===== config.mk =====
export PLATFORM = sky130hd
export DESIGN_NAME = niosii_pipe_ctrl_flat
export DESIGN_NICKNAME = d
export VERILOG_FILES = /design/src/rtl/niosii_pipe_ctrl_if.sv /design/src/rtl/niosii_pipe_ctrl.sv /design/src/flat_wrapper.sv
export SDC_FILE = /design/constraint.sdc
export NUM_CORES = 1
export LEC_CHECK = 0
export BUFFER_PORTS_ARGS = -buffer_cell sky130_fd_sc_hd__buf_2
export CORE_MARGIN = 2
export CORE_UTILIZATION = 44
export CTS_BUF_LIST = sky130_fd_sc_hd__clkbuf_8
export CTS_CLUSTER_DIAMETER = 60
export DETAILED_ROUTE_END_ITERATION = 7
export HOLD_SLACK_MARGIN = 0.03
export PLACE_DENSITY = 0.78
export SLEW_MARGIN = 20
export SYNTH_ARGS = -nofsm -noshare
export SYNTH_HDL_FRONTEND = slang
export SYNTH_SLANG_ARGS = --single-unit

===== constraint.sdc =====
create_clock -name clk -period 2.2 [get_ports clk]
set_input_delay 0.22 -clock clk [delete_from_list [all_inputs] [get_ports clk]]
set_output_delay 0.22 -clock clk [all_outputs]
set_load 0.1 [all_outputs]

===== src/rtl/niosii_pipe_ctrl_if.sv =====
// niosII pipeline-control bundle: hazard inputs from ID/EX/MEM/WB
// and enable/bubble/forward/stall outputs back to the pipeline.
interface niosii_pipe_ctrl_if #(
  parameter int RA_W  = 5,
  parameter int CNT_W = 16
);
  logic            id_valid;
  logic [RA_W-1:0] id_rs_a;
  logic [RA_W-1:0] id_rs_b;
  logic            id_use_a;
  logic            id_use_b;
  logic            ex_valid;
  logic [RA_W-1:0] ex_rd;
  logic            ex_wr;
  logic            ex_is_load;
  logic            ex_is_mul;
  logic            ex_br_taken;
  logic [RA_W-1:0] ex_rs_a;
  logic [RA_W-1:0] ex_rs_b;
  logic [RA_W-1:0] mem_rd;
  logic            mem_wr;
  logic [RA_W-1:0] wb_rd;
  logic            wb_wr;
  logic             pc_en;
  logic             ifid_en;
  logic             ifid_flush;
  logic             idex_en;
  logic             idex_bubble;
  logic             exmem_bubble;
  logic             mul_busy;
  logic [1:0]       fwd_a;
  logic [1:0]       fwd_b;
  logic [CNT_W-1:0] stall_cnt;

  modport master (
    output id_valid, id_rs_a, id_rs_b, id_use_a, id_use_b,
    output ex_valid, ex_rd, ex_wr, ex_is_load, ex_is_mul,
    output ex_br_taken, ex_rs_a, ex_rs_b,
    output mem_rd, mem_wr, wb_rd, wb_wr,
    input  pc_en, ifid_en, ifid_flush, idex_en, idex_bubble,
    input  exmem_bubble, mul_busy, fwd_a, fwd_b, stall_cnt
  );

  modport slave (
    input  id_valid, id_rs_a, id_rs_b, id_use_a, id_use_b,
    input  ex_valid, ex_rd, ex_wr, ex_is_load, ex_is_mul,
    input  ex_br_taken, ex_rs_a, ex_rs_b,
    input  mem_rd, mem_wr, wb_rd, wb_wr,
    output pc_en, ifid_en, ifid_flush, idex_en, idex_bubble,
    output exmem_bubble, mul_busy, fwd_a, fwd_b, stall_cnt
  );
endinterface


===== src/rtl/niosii_pipe_ctrl.sv =====
// niosII 5-stage sequencing: load-use stall, mul hold, branch flush,
// EX forwarding and saturating stall counter. Option macro: NIOS_FWD_EN.
// Ports: clk, rst (async, active-low), bus (niosii_pipe_ctrl_if.slave).
module niosii_pipe_ctrl #(
  parameter int MUL_LATENCY = 3,
  parameter int RA_W        = 5,
  parameter int CNT_W       = 16
) (
  input logic               clk,
  input logic               rst,
  niosii_pipe_ctrl_if.slave bus
);
  localparam int MW   = $clog2(MUL_LATENCY + 1);
  localparam int HOLD = (MUL_LATENCY > 1) ? MUL_LATENCY - 2 : 0;
  localparam logic [MW-1:0] HOLD_INIT = MW'(HOLD);
  localparam logic MUL_ON = (MUL_LATENCY > 1);

  typedef enum logic {RUN, MUL} state_t;

  state_t           state_q, state_d;
  logic [MW-1:0]    mcnt_q, mcnt_d;
  logic [CNT_W-1:0] scnt_q;

  logic [RA_W-1:0] id_a, id_b, ex_rd, mem_rd;
  logic            ua, ub, ld_use, id_stall, mul_go;
  logic            pc_en, ifid_en, ifid_flush, idex_en;
  logic            idex_bubble, exmem_bubble, mul_busy, hold;
  logic [1:0]      fwd_a, fwd_b;

  assign id_a   = bus.id_rs_a;
  assign id_b   = bus.id_rs_b;
  assign ex_rd  = bus.ex_rd;
  assign mem_rd = bus.mem_rd;
  assign ua     = bus.id_use_a & (id_a != '0);
  assign ub     = bus.id_use_b & (id_b != '0);

  function automatic logic id_hit(input logic [RA_W-1:0] rd);
    return (ua && id_a == rd) || (ub && id_b == rd);
  endfunction

  assign ld_use = bus.ex_valid & bus.ex_is_load & bus.ex_wr
                & (ex_rd != '0) & bus.id_valid & id_hit(ex_rd);
  assign mul_go = bus.ex_valid & bus.ex_is_mul & MUL_ON;

`ifdef NIOS_FWD_EN
  logic [RA_W-1:0] wb_rd, ex_a, ex_b;
  assign wb_rd = bus.wb_rd;
  assign ex_a  = bus.ex_rs_a;
  assign ex_b  = bus.ex_rs_b;

  // MEM holds the younger result, so it wins over WB.
  function automatic logic [1:0] fwd_sel(input logic [RA_W-1:0] rs);
    if (rs == '0) return 2'b00;
    if (bus.mem_wr && mem_rd == rs) return 2'b01;
    if (bus.wb_wr && wb_rd == rs) return 2'b10;
    return 2'b00;
  endfunction

  assign id_stall = ld_use;
  logic [1:0] fwd_a_raw, fwd_b_raw;
  assign fwd_a_raw = fwd_sel(ex_a);
  assign fwd_b_raw = fwd_sel(ex_b);
`else
  logic raw_ex, raw_mem;
  // WB writes before the regfile read, so only EX/MEM producers stall.
  assign raw_ex  = bus.ex_wr & (ex_rd != '0) & id_hit(ex_rd);
  assign raw_mem = bus.mem_wr & (mem_rd != '0) & id_hit(mem_rd);
  assign id_stall = ld_use | (bus.id_valid & (raw_ex | raw_mem));
  logic [1:0] fwd_a_raw, fwd_b_raw;
  assign fwd_a_raw = 2'b00;
  assign fwd_b_raw = 2'b00;
  logic unused_fwd;
  assign unused_fwd = ^{bus.ex_rs_a, bus.ex_rs_b, bus.wb_rd, bus.wb_wr};
`endif

  always_comb begin
    state_d      = state_q;
    mcnt_d       = mcnt_q;
    pc_en        = 1'b1;
    ifid_en      = 1'b1;
    idex_en      = 1'b1;
    ifid_flush   = 1'b0;
    idex_bubble  = 1'b0;
    exmem_bubble = 1'b0;
    mul_busy     = 1'b0;
    hold         = 1'b0;
    fwd_a        = fwd_a_raw;
    fwd_b        = fwd_b_raw;
    unique case (state_q)
      RUN: begin
        if (mul_go) begin
          hold    = 1'b1;
          mcnt_d  = HOLD_INIT;
          state_d = MUL;
        end else if (bus.ex_br_taken) begin
          ifid_flush  = 1'b1;
          idex_bubble = 1'b1;
        end else if (id_stall) begin
          pc_en       = 1'b0;
          ifid_en     = 1'b0;
          idex_bubble = 1'b1;
        end
      end
      MUL: begin
        if (mcnt_q != '0) begin
          hold   = 1'b1;
          mcnt_d = mcnt_q - MW'(1);
        end else begin
          state_d = RUN;
        end
      end
      default: state_d = RUN;
    endcase
    if (hold) begin
      pc_en        = 1'b0;
      ifid_en      = 1'b0;
      idex_en      = 1'b0;
      exmem_bubble = 1'b1;
      mul_busy     = 1'b1;
    end
    // Reset takes effect on outputs in the same cycle.
    if (!rst) begin
      pc_en        = 1'b0;
      ifid_en      = 1'b0;
      idex_en      = 1'b0;
      ifid_flush   = 1'b0;
      idex_bubble  = 1'b1;
      exmem_bubble = 1'b1;
      mul_busy     = 1'b0;
      fwd_a        = 2'b00;
      fwd_b        = 2'b00;
    end
  end

  always_ff @(posedge clk or negedge rst) begin
    if (!rst) begin
      state_q <= RUN;
      mcnt_q  <= '0;
      scnt_q  <= '0;
    end else begin
      state_q <= state_d;
      mcnt_q  <= mcnt_d;
      if (!pc_en && scnt_q != '1)
        scnt_q <= scnt_q + CNT_W'(1);
    end
  end

  assign bus.pc_en        = pc_en;
  assign bus.ifid_en      = ifid_en;
  assign bus.ifid_flush   = ifid_flush;
  assign bus.idex_en      = idex_en;
  assign bus.idex_bubble  = idex_bubble;
  assign bus.exmem_bubble = exmem_bubble;
  assign bus.mul_busy     = mul_busy;
  assign bus.fwd_a        = fwd_a;
  assign bus.fwd_b        = fwd_b;
  assign bus.stall_cnt    = scnt_q;
endmodule


===== src/flat_wrapper.sv =====
// flat-port wrapper written by rule: the top's interface ports become plain ports
module niosii_pipe_ctrl_flat 
#(
  parameter int MUL_LATENCY = 3,
  parameter int RA_W        = 5,
  parameter int CNT_W       = 16
)
  (clk, rst, bus_id_valid, bus_id_rs_a, bus_id_rs_b, bus_id_use_a, bus_id_use_b, bus_ex_valid, bus_ex_rd, bus_ex_wr, bus_ex_is_load, bus_ex_is_mul, bus_ex_br_taken, bus_ex_rs_a, bus_ex_rs_b, bus_mem_rd, bus_mem_wr, bus_wb_rd, bus_wb_wr, bus_pc_en, bus_ifid_en, bus_ifid_flush, bus_idex_en, bus_idex_bubble, bus_exmem_bubble, bus_mul_busy, bus_fwd_a, bus_fwd_b, bus_stall_cnt);
  niosii_pipe_ctrl_if #(.RA_W(RA_W), .CNT_W(CNT_W)) bus_i ();
  input logic clk;
  input logic rst;
  input wire logic [$bits(bus_i.id_valid)-1:0] bus_id_valid;
  input wire logic [$bits(bus_i.id_rs_a)-1:0] bus_id_rs_a;
  input wire logic [$bits(bus_i.id_rs_b)-1:0] bus_id_rs_b;
  input wire logic [$bits(bus_i.id_use_a)-1:0] bus_id_use_a;
  input wire logic [$bits(bus_i.id_use_b)-1:0] bus_id_use_b;
  input wire logic [$bits(bus_i.ex_valid)-1:0] bus_ex_valid;
  input wire logic [$bits(bus_i.ex_rd)-1:0] bus_ex_rd;
  input wire logic [$bits(bus_i.ex_wr)-1:0] bus_ex_wr;
  input wire logic [$bits(bus_i.ex_is_load)-1:0] bus_ex_is_load;
  input wire logic [$bits(bus_i.ex_is_mul)-1:0] bus_ex_is_mul;
  input wire logic [$bits(bus_i.ex_br_taken)-1:0] bus_ex_br_taken;
  input wire logic [$bits(bus_i.ex_rs_a)-1:0] bus_ex_rs_a;
  input wire logic [$bits(bus_i.ex_rs_b)-1:0] bus_ex_rs_b;
  input wire logic [$bits(bus_i.mem_rd)-1:0] bus_mem_rd;
  input wire logic [$bits(bus_i.mem_wr)-1:0] bus_mem_wr;
  input wire logic [$bits(bus_i.wb_rd)-1:0] bus_wb_rd;
  input wire logic [$bits(bus_i.wb_wr)-1:0] bus_wb_wr;
  output wire logic [$bits(bus_i.pc_en)-1:0] bus_pc_en;
  output wire logic [$bits(bus_i.ifid_en)-1:0] bus_ifid_en;
  output wire logic [$bits(bus_i.ifid_flush)-1:0] bus_ifid_flush;
  output wire logic [$bits(bus_i.idex_en)-1:0] bus_idex_en;
  output wire logic [$bits(bus_i.idex_bubble)-1:0] bus_idex_bubble;
  output wire logic [$bits(bus_i.exmem_bubble)-1:0] bus_exmem_bubble;
  output wire logic [$bits(bus_i.mul_busy)-1:0] bus_mul_busy;
  output wire logic [$bits(bus_i.fwd_a)-1:0] bus_fwd_a;
  output wire logic [$bits(bus_i.fwd_b)-1:0] bus_fwd_b;
  output wire logic [$bits(bus_i.stall_cnt)-1:0] bus_stall_cnt;
  assign bus_i.id_valid = bus_id_valid;
  assign bus_i.id_rs_a = bus_id_rs_a;
  assign bus_i.id_rs_b = bus_id_rs_b;
  assign bus_i.id_use_a = bus_id_use_a;
  assign bus_i.id_use_b = bus_id_use_b;
  assign bus_i.ex_valid = bus_ex_valid;
  assign bus_i.ex_rd = bus_ex_rd;
  assign bus_i.ex_wr = bus_ex_wr;
  assign bus_i.ex_is_load = bus_ex_is_load;
  assign bus_i.ex_is_mul = bus_ex_is_mul;
  assign bus_i.ex_br_taken = bus_ex_br_taken;
  assign bus_i.ex_rs_a = bus_ex_rs_a;
  assign bus_i.ex_rs_b = bus_ex_rs_b;
  assign bus_i.mem_rd = bus_mem_rd;
  assign bus_i.mem_wr = bus_mem_wr;
  assign bus_i.wb_rd = bus_wb_rd;
  assign bus_i.wb_wr = bus_wb_wr;
  assign bus_pc_en = bus_i.pc_en;
  assign bus_ifid_en = bus_i.ifid_en;
  assign bus_ifid_flush = bus_i.ifid_flush;
  assign bus_idex_en = bus_i.idex_en;
  assign bus_idex_bubble = bus_i.idex_bubble;
  assign bus_exmem_bubble = bus_i.exmem_bubble;
  assign bus_mul_busy = bus_i.mul_busy;
  assign bus_fwd_a = bus_i.fwd_a;
  assign bus_fwd_b = bus_i.fwd_b;
  assign bus_stall_cnt = bus_i.stall_cnt;
  niosii_pipe_ctrl #(.MUL_LATENCY(MUL_LATENCY), .RA_W(RA_W), .CNT_W(CNT_W)) u_core (.clk(clk), .rst(rst), .bus(bus_i));
endmodule

; After elaboration in Yosys (flattened, before gate mapping)
; Cells that the tools add are included.
[word_totals]
reg_bits = 19
inputBits = 47
output_inout_bits = 27
elab_cells = 68
[classes]
addsub = 2
n_eq_ne = 7
muxes = 26
bitwise_logic = 16
n_reduce_logical = 14
[op_table]
columns = op, n
row1 = $mux 1, 22
row2 = $eq 5x5->1, 4
row3 = $reduce_bool 5->1, 4
row4 = $add 16x1->16 const B, 1
row5 = $ne 16x16->1 const B, 1
row6 = $and 1x1->1, 13
row7 = $logic_and 1x1->1, 5
row8 = $mux 2, 2
row9 = $pmux 2 s2, 1
row10 = $logic_or 1x1->1, 2
row11 = $ne 2x1->1 const B, 1
row12 = $ne 2x2->1 const B, 1
row13 = $or 1x1->1, 2
row14 = $pmux 1 s2, 1
row15 = $reduce_and 2->1, 1
row16 = $reduce_bool 2->1, 1
row17 = $sub 2x1->2 const B, 1
row18 = $logic_not 1->1, 1
row19 = $not 1->1, 1

; Logic depth before layout (Yosys ltp)
[logic_depth]
word_depth = 16
depth_mapped = 8
depth_no_buf = 7

; Least setup slack after synthesis
; Ideal clock, no wire load.
[synth_path]
path_kind = flip-flop to output port
startpoint = reg u_core.mcnt_q[0]
endpoint = out bus_pc_en
arrival_ns = 3.649
t_required_ns = 1.980
setup_slack_ns = -1.669
path_stages_with_launch = 9
path_cell_list = dfrtp_1 inv_1 ha_1 mux2i_1 inv_1 nand2_1 clkbuf_1 nor2_1 buf_4
[synth_via]
elab_chain_cells = 5
[synth_rtl]
columns = item, line_no
row1 = from (decl), niosii_pipe_ctrl.sv:21  ; logic [MW-1:0] mcnt_q, mcnt_d;
row2 = from (signal assigned), niosii_pipe_ctrl.sv:142  ; mcnt_q <= mcnt_d;
row3 = $reduce_bool 2->1, niosii_pipe_ctrl.sv:105  ; if (mcnt_q != '0) begin
row4 = $mux 1, niosii_pipe_ctrl.sv:105
row5 = $pmux 1 s2, niosii_pipe_ctrl.sv:89  ; unique case (state_q)
row6 = net u_core.hold, niosii_pipe_ctrl.sv:27  ; logic idex_bubble, exmem_bubble, mul_busy, hold;
row7 = $mux 1 (2 in a row), --
row8 = to (decl), flat_wrapper.sv:29  ; output wire logic [$bits(bus_i.pc_en)-1:0] bus_pc_en;
; The timed path passes the listed nets, and every way through them passes these cells.

; Worst setup path in the final report
[layout_path]
startpoint = in bus_id_rs_b[3]
endpoint = out bus_ifid_en
[layout_via]
elab_chain_cells = 14
[layout_rtl]
columns = item, line_no
row1 = from (decl), flat_wrapper.sv:14  ; input wire logic [$bits(bus_i.id_rs_b)-1:0] bus_id_rs_b;
row2 = $reduce_bool 5->1, niosii_pipe_ctrl.sv:35  ; assign ub = bus.id_use_b & (id_b != '0);
row3 = $and 1x1->1, niosii_pipe_ctrl.sv:35
row4 = $logic_and 1x1->1, niosii_pipe_ctrl.sv:38  ; return (ua && id_a == rd) || (ub && id_b == rd);
row5 = $logic_or 1x1->1, niosii_pipe_ctrl.sv:38
row6 = "$and 1x1->1, on equally long branches", "niosii_pipe_ctrl.sv:66, niosii_pipe_ctrl.sv:67"
row7 = $or 1x1->1, niosii_pipe_ctrl.sv:68  ; assign id_stall = ld_use | (bus.id_valid & (raw_ex | raw_mem));
row8 = $and 1x1->1, niosii_pipe_ctrl.sv:68
row9 = $or 1x1->1 (*), niosii_pipe_ctrl.sv:68
row10 = $mux 1 (*), niosii_pipe_ctrl.sv:98  ; end else if (id_stall) begin
row11 = $mux 1 (*), niosii_pipe_ctrl.sv:95  ; end else if (bus.ex_br_taken) begin
row12 = $mux 1 (*), niosii_pipe_ctrl.sv:91  ; if (mul_go) begin
row13 = $mux 1 (*), niosii_pipe_ctrl.sv:89
row14 = $mux 1 (*), niosii_pipe_ctrl.sv:114  ; if (hold) begin
row15 = $mux 1 (*), niosii_pipe_ctrl.sv:122  ; if (!rst) begin
row16 = to (decl), flat_wrapper.sv:30  ; output wire logic [$bits(bus_i.ifid_en)-1:0] bus_ifid_en;
; Mark *: on every way between the ends. The rest lies on a longest branch, timed or not.

==> impl_summary.txt <==
----------------------------------------------------
[Synth]
  Post-synthesis instance total ... 150
  Sequential cell area fraction in the yosys report ... 33.2%
  Syn Area/Cell ... 9.55 µm²
  Cell Area, Synth ... 1430 µm²
  Cell variety after synth ... 38
  Post-synthesis sequential element count ... 19
  Synth Warn # ... 0

[Die]
  Floorplan die area ... 3730 µm²
  Area of the core region ... 3080 µm²
  Number of placement rows ... 20
  Starting Density ... 46.5%
  Top-level I/O count ... 74
  Y dimension of the die ... 61.1 µm
  Chip Width ... 61.1 µm

[Global route]
  Met3 usage in global routing ... 1.89%
  Number of antenna violations at the first check in global routing ... 0
  Vias in the first global route ... 1,239
  Grt ovf ... 0
  Met1 Resource Use GR ... 23.3%
  Total track usage ... 18.7%
  Most heavily used metal layer in global routing ... met2
  Global-route wire length before repair ... 5310 µm
  Maximum number of pins on one net before global-route repair ... 19
  Met2 GRT Util ... 32.7%

[STA]
  Total negative setup slack ... -0.00244 ns
  Worst setup slack after layout ... -0.00141 ns
  Total setup violations reported at the end of the flow ... 2
  Max-slew violation total from the final report ... 0
  Final critical path time including I/O delays and setup ... 2.20 ns
  Achievable clock frequency ... 454 MHz
  Hold Vio Cnt, Final ... 0
  Tcrit/Tclk final ... 100%
  Worst setup skew after layout ... 0.00369 ns
  Setup repair after global routing missed its margin ... true

[Pwr]
  Total power per unit cell area ... 1080 nW/µm²
  Sw Ratio ... 56.3%
  Total net switching power ... 1.28 mW
  VDD IR max ... 0.988 mV
  Total power of the final layout ... 2.28 mW
  Share of total power in the clock network ... 10.4%
  Sequential share of power ... 26.1%
  Internal power contribution ... 996 µW
  Comb power frac ... 63.6%
  Reported leakage power ... 0.902 nW

[Clocking]
  Clock transition at the registers of the reported paths ... 0.07 ns
  H-tree depth reported by CTS ... 1
  CTS Root Buffer Type ... sky130_fd_sc_hd__clkbuf_8
  Sinks on Clock Net ... 19
  Clock buffer depth ... 2
  CTS tree ... built
  Total CTS buffers ... 3
  Clock latency on the worst-skew pair ... 0.26 ns

[Detailed routing]
  Wirelength per Cell ... 13.1 µm
  Total Wirelength ... 3490 µm
  DRC viols ... 0
  Routed via count ... 1,334
  Post-route ant nets ... 0
  Drt initial violations ... 35
  Length of the first detailed-routing pass in iterations ... 4
  Average via count per standard cell ... 5.00

[Placement]
  Pre-CTS WS ... -0.160 ns
  Gpl congestion ... 0.848
  Estimated wirelength of the detail-placed design ... 2630 µm
  Port Buffer Count ... 52
  Placed cells ... 260

[Layout]
  Total area of multi-input combinational cells ... 962 µm²
  Fraction of layout cells with a size suffix above 1 ... 51.6%
  Number of antenna repair diodes ... 0
  Area of all sequential standard cells ... 518 µm²
  Share of the core filled with cells ... 68.4%
  Number of standard cells in the layout, taps in and fillers out ... 267
  Nets@finish ... 273
  Final-layout fill cell count ... 267
  Synthesis-to-finish area growth ... 46.9%

[Critical path]
  Cell with the biggest individual delay on the critical path ... sky130_fd_sc_hd__or4_4
  Crit path max-delay family ... simple AND/OR/NAND/NOR gates
  Maximum net fanout on the critical path ... 3
  Required time at the worst-slack endpoint ... 1.98 ns
  Crit-path max cell delay ... 0.52 ns
  CP endpoint kind ... primary output
  CP arrival ... 1.98 ns
  CP Cell Sequence ... buf_2 -> or4_4 -> o21ai_4 -> nor4_2 -> o221ai_2 -> a2111oi_4 -> buf_6 -> nor2_4 -> buf_12
  Crit path launch type ... primary input
  Category of the critical setup timing path ... primary input to primary output
  Crit path buf inv count ... 3

[Status]
  Violated checks ... setup timing
  Outcome ... finished with violations

[Flow run]
  Count of max-cap constraint violations ... 0

[Min path]
  Worst min-delay path category ... primary input to flop

----------------------------------------------------
## final timing paths
path,from,endpoint,slack (ns),depth (start not counted)
worst max-delay path,bus_id_rs_b[3],bus_ifid_en,-0.001,9
worst min-delay path,bus_ex_valid,u_core.mcnt_q[0],0.31,3
worst max register to register,u_core.bus.stall_cnt[8],u_core.bus.stall_cnt[3],0.24,6
worst min register to register,u_core.bus.stall_cnt[15],u_core.bus.stall_cnt[15],0.49,1
max in group asynchronous,rst,u_core.bus.stall_cnt[8],1.38,3
min in group asynchronous,rst,u_core.bus.stall_cnt[13],0.35,2
## synthesized netlist by cell type, drive strengths merged
| library cell | number | share of area (%) |
|---|---|---|
| o211ai | 8 | 5.6 |
| nor4 | 5 | 3.1 |
| a21oi | 1 | 0.35 |
| nor3b | 1 | 0.52 |
| nor2b | 1 | 0.44 |
| mux2i | 2 | 1.4 |
| or4 | 4 | 2.1 |
| and4b | 1 | 0.70 |
| nor2 | 10 | 2.6 |
| nand2b | 2 | 0.87 |
| ha | 2 | 1.7 |
| or3 | 1 | 0.44 |
| a2111oi | 1 | 1.9 |
| and4 | 2 | 1.2 |
| nand2 | 10 | 2.6 |
| mux2 | 3 | 2.4 |
| o221ai | 2 | 2.1 |
| dfrtp | 19 | 33 |
| conb | 1 | 0.26 |
| xor2 | 9 | 5.5 |
| and2 | 1 | 0.44 |
| o21ai | 11 | 4.4 |
| a22oi | 1 | 0.52 |
| clkbuf | 1 | 0.26 |
| nand3 | 9 | 3.1 |
| buf | 7 | 3.8 |
| nor3 | 1 | 0.35 |
| and3 | 2 | 0.87 |
| nand4 | 1 | 0.44 |
| inv | 6 | 1.6 |
| xnor2 | 25 | 15 |
## power by group through the flow
stage | logic (mW) | clock network, mW | registers [mW]
finish | 1.45 | 0.236 | 0.594
global route | 1.52 | 0.251 | 0.610
CTS | 1.45 | 0.243 | 0.592
detailed placement | 1.43 | 0 | 0.598
global placement | 1.41 | 0 | 0.592
floorplan | 0.675 | 0 | 1.03
## area by class of cell
type                       count  share of cell area [%]
tap                           44                    2.62
multi-input combinational    120                    45.7
inverter                       6                    1.07
sequential                    19                    24.6
clock inverter                 1                   0.178
clock buffer                   3                    1.96
timing repair buffer          74                    23.8
## cells in the final DEF, fill, tap and decap left out, types with 2 or more instances in the layout
cell / count
sky130_fd_sc_hd__and3_1: 2
sky130_fd_sc_hd__and4_1: 2
sky130_fd_sc_hd__buf_12: 4
sky130_fd_sc_hd__buf_2: 47
sky130_fd_sc_hd__buf_4: 19
sky130_fd_sc_hd__buf_6: 3
sky130_fd_sc_hd__clkbuf_8: 3
sky130_fd_sc_hd__conb_1: 4
sky130_fd_sc_hd__dfrtp_1: 3
sky130_fd_sc_hd__dfrtp_2: 7
sky130_fd_sc_hd__dfrtp_4: 9
sky130_fd_sc_hd__ha_1: 2
sky130_fd_sc_hd__inv_1: 7
sky130_fd_sc_hd__mux2_2: 2
sky130_fd_sc_hd__mux2i_1: 2
sky130_fd_sc_hd__nand2_1: 10
sky130_fd_sc_hd__nand2b_1: 2
sky130_fd_sc_hd__nand3_1: 8
sky130_fd_sc_hd__nor2_1: 8
sky130_fd_sc_hd__nor4_2: 3
sky130_fd_sc_hd__o211ai_1: 4
sky130_fd_sc_hd__o211ai_2: 4
sky130_fd_sc_hd__o21ai_1: 6
sky130_fd_sc_hd__o21ai_2: 2
sky130_fd_sc_hd__o21ai_4: 2
sky130_fd_sc_hd__o221ai_2: 2
sky130_fd_sc_hd__or4_1: 2
sky130_fd_sc_hd__or4_4: 2
sky130_fd_sc_hd__xnor2_1: 24
sky130_fd_sc_hd__xor2_1: 9
## logic make-up after synthesis
| kind of cell | after synthesis | synth area share, % |
|---|---|---|
| muxes | 5 | 3.76 |
| xor gates and xnor gates | 34 | 20.8 |
| DFF | 19 | 33.2 |
| and+or+nand+nor | 51 | 19.8 |
| other | 1 | 0.262 |
| AOI/OAI and AO/OA | 24 | 14.8 |
| adders and majority gates | 2 | 1.75 |
| buffers and inverters | 14 | 5.59 |
## worst min-delay path, cell delays in order
cell and delay, ns:
sky130_fd_sc_hd__buf_2 0.09, sky130_fd_sc_hd__nand2_1 0.11, sky130_fd_sc_hd__a22oi_1 0.10
## flip-flops by register name (all words and copies together) (netlist names)
name / count
u_core.mcnt_q: 2
u_core.state_q: 1
u_core.bus.stall_cnt: 16
## stage by stage
step	instance area [µm²]	hold WS, ns
detailed placement	1960	0.0911
CTS	2090	0.309
floorplan	1510	-0.0756
finish	2100	0.312
global route	2100	0.348
global placement	1960	0.0863
## metal layers
metal | up-vias | wire (µm)
met5 | - | 0
li1 | 664 | -
met1 | 620 | 1630
met3 | 7 | 164
met2 | 43 | 1630
met4 | 0 | 70
## repair_timing
action | in CTS | in global routing
gates resized for setup | 10 | 3
setup endpoints to repair | 3 | 17
pin swaps | 8 | 6
hold buffers | 1 | 0
setup buffers | 2 | 0
endpoints found under the hold margin | 6 | 0
(Power assumes the default switching activity.)
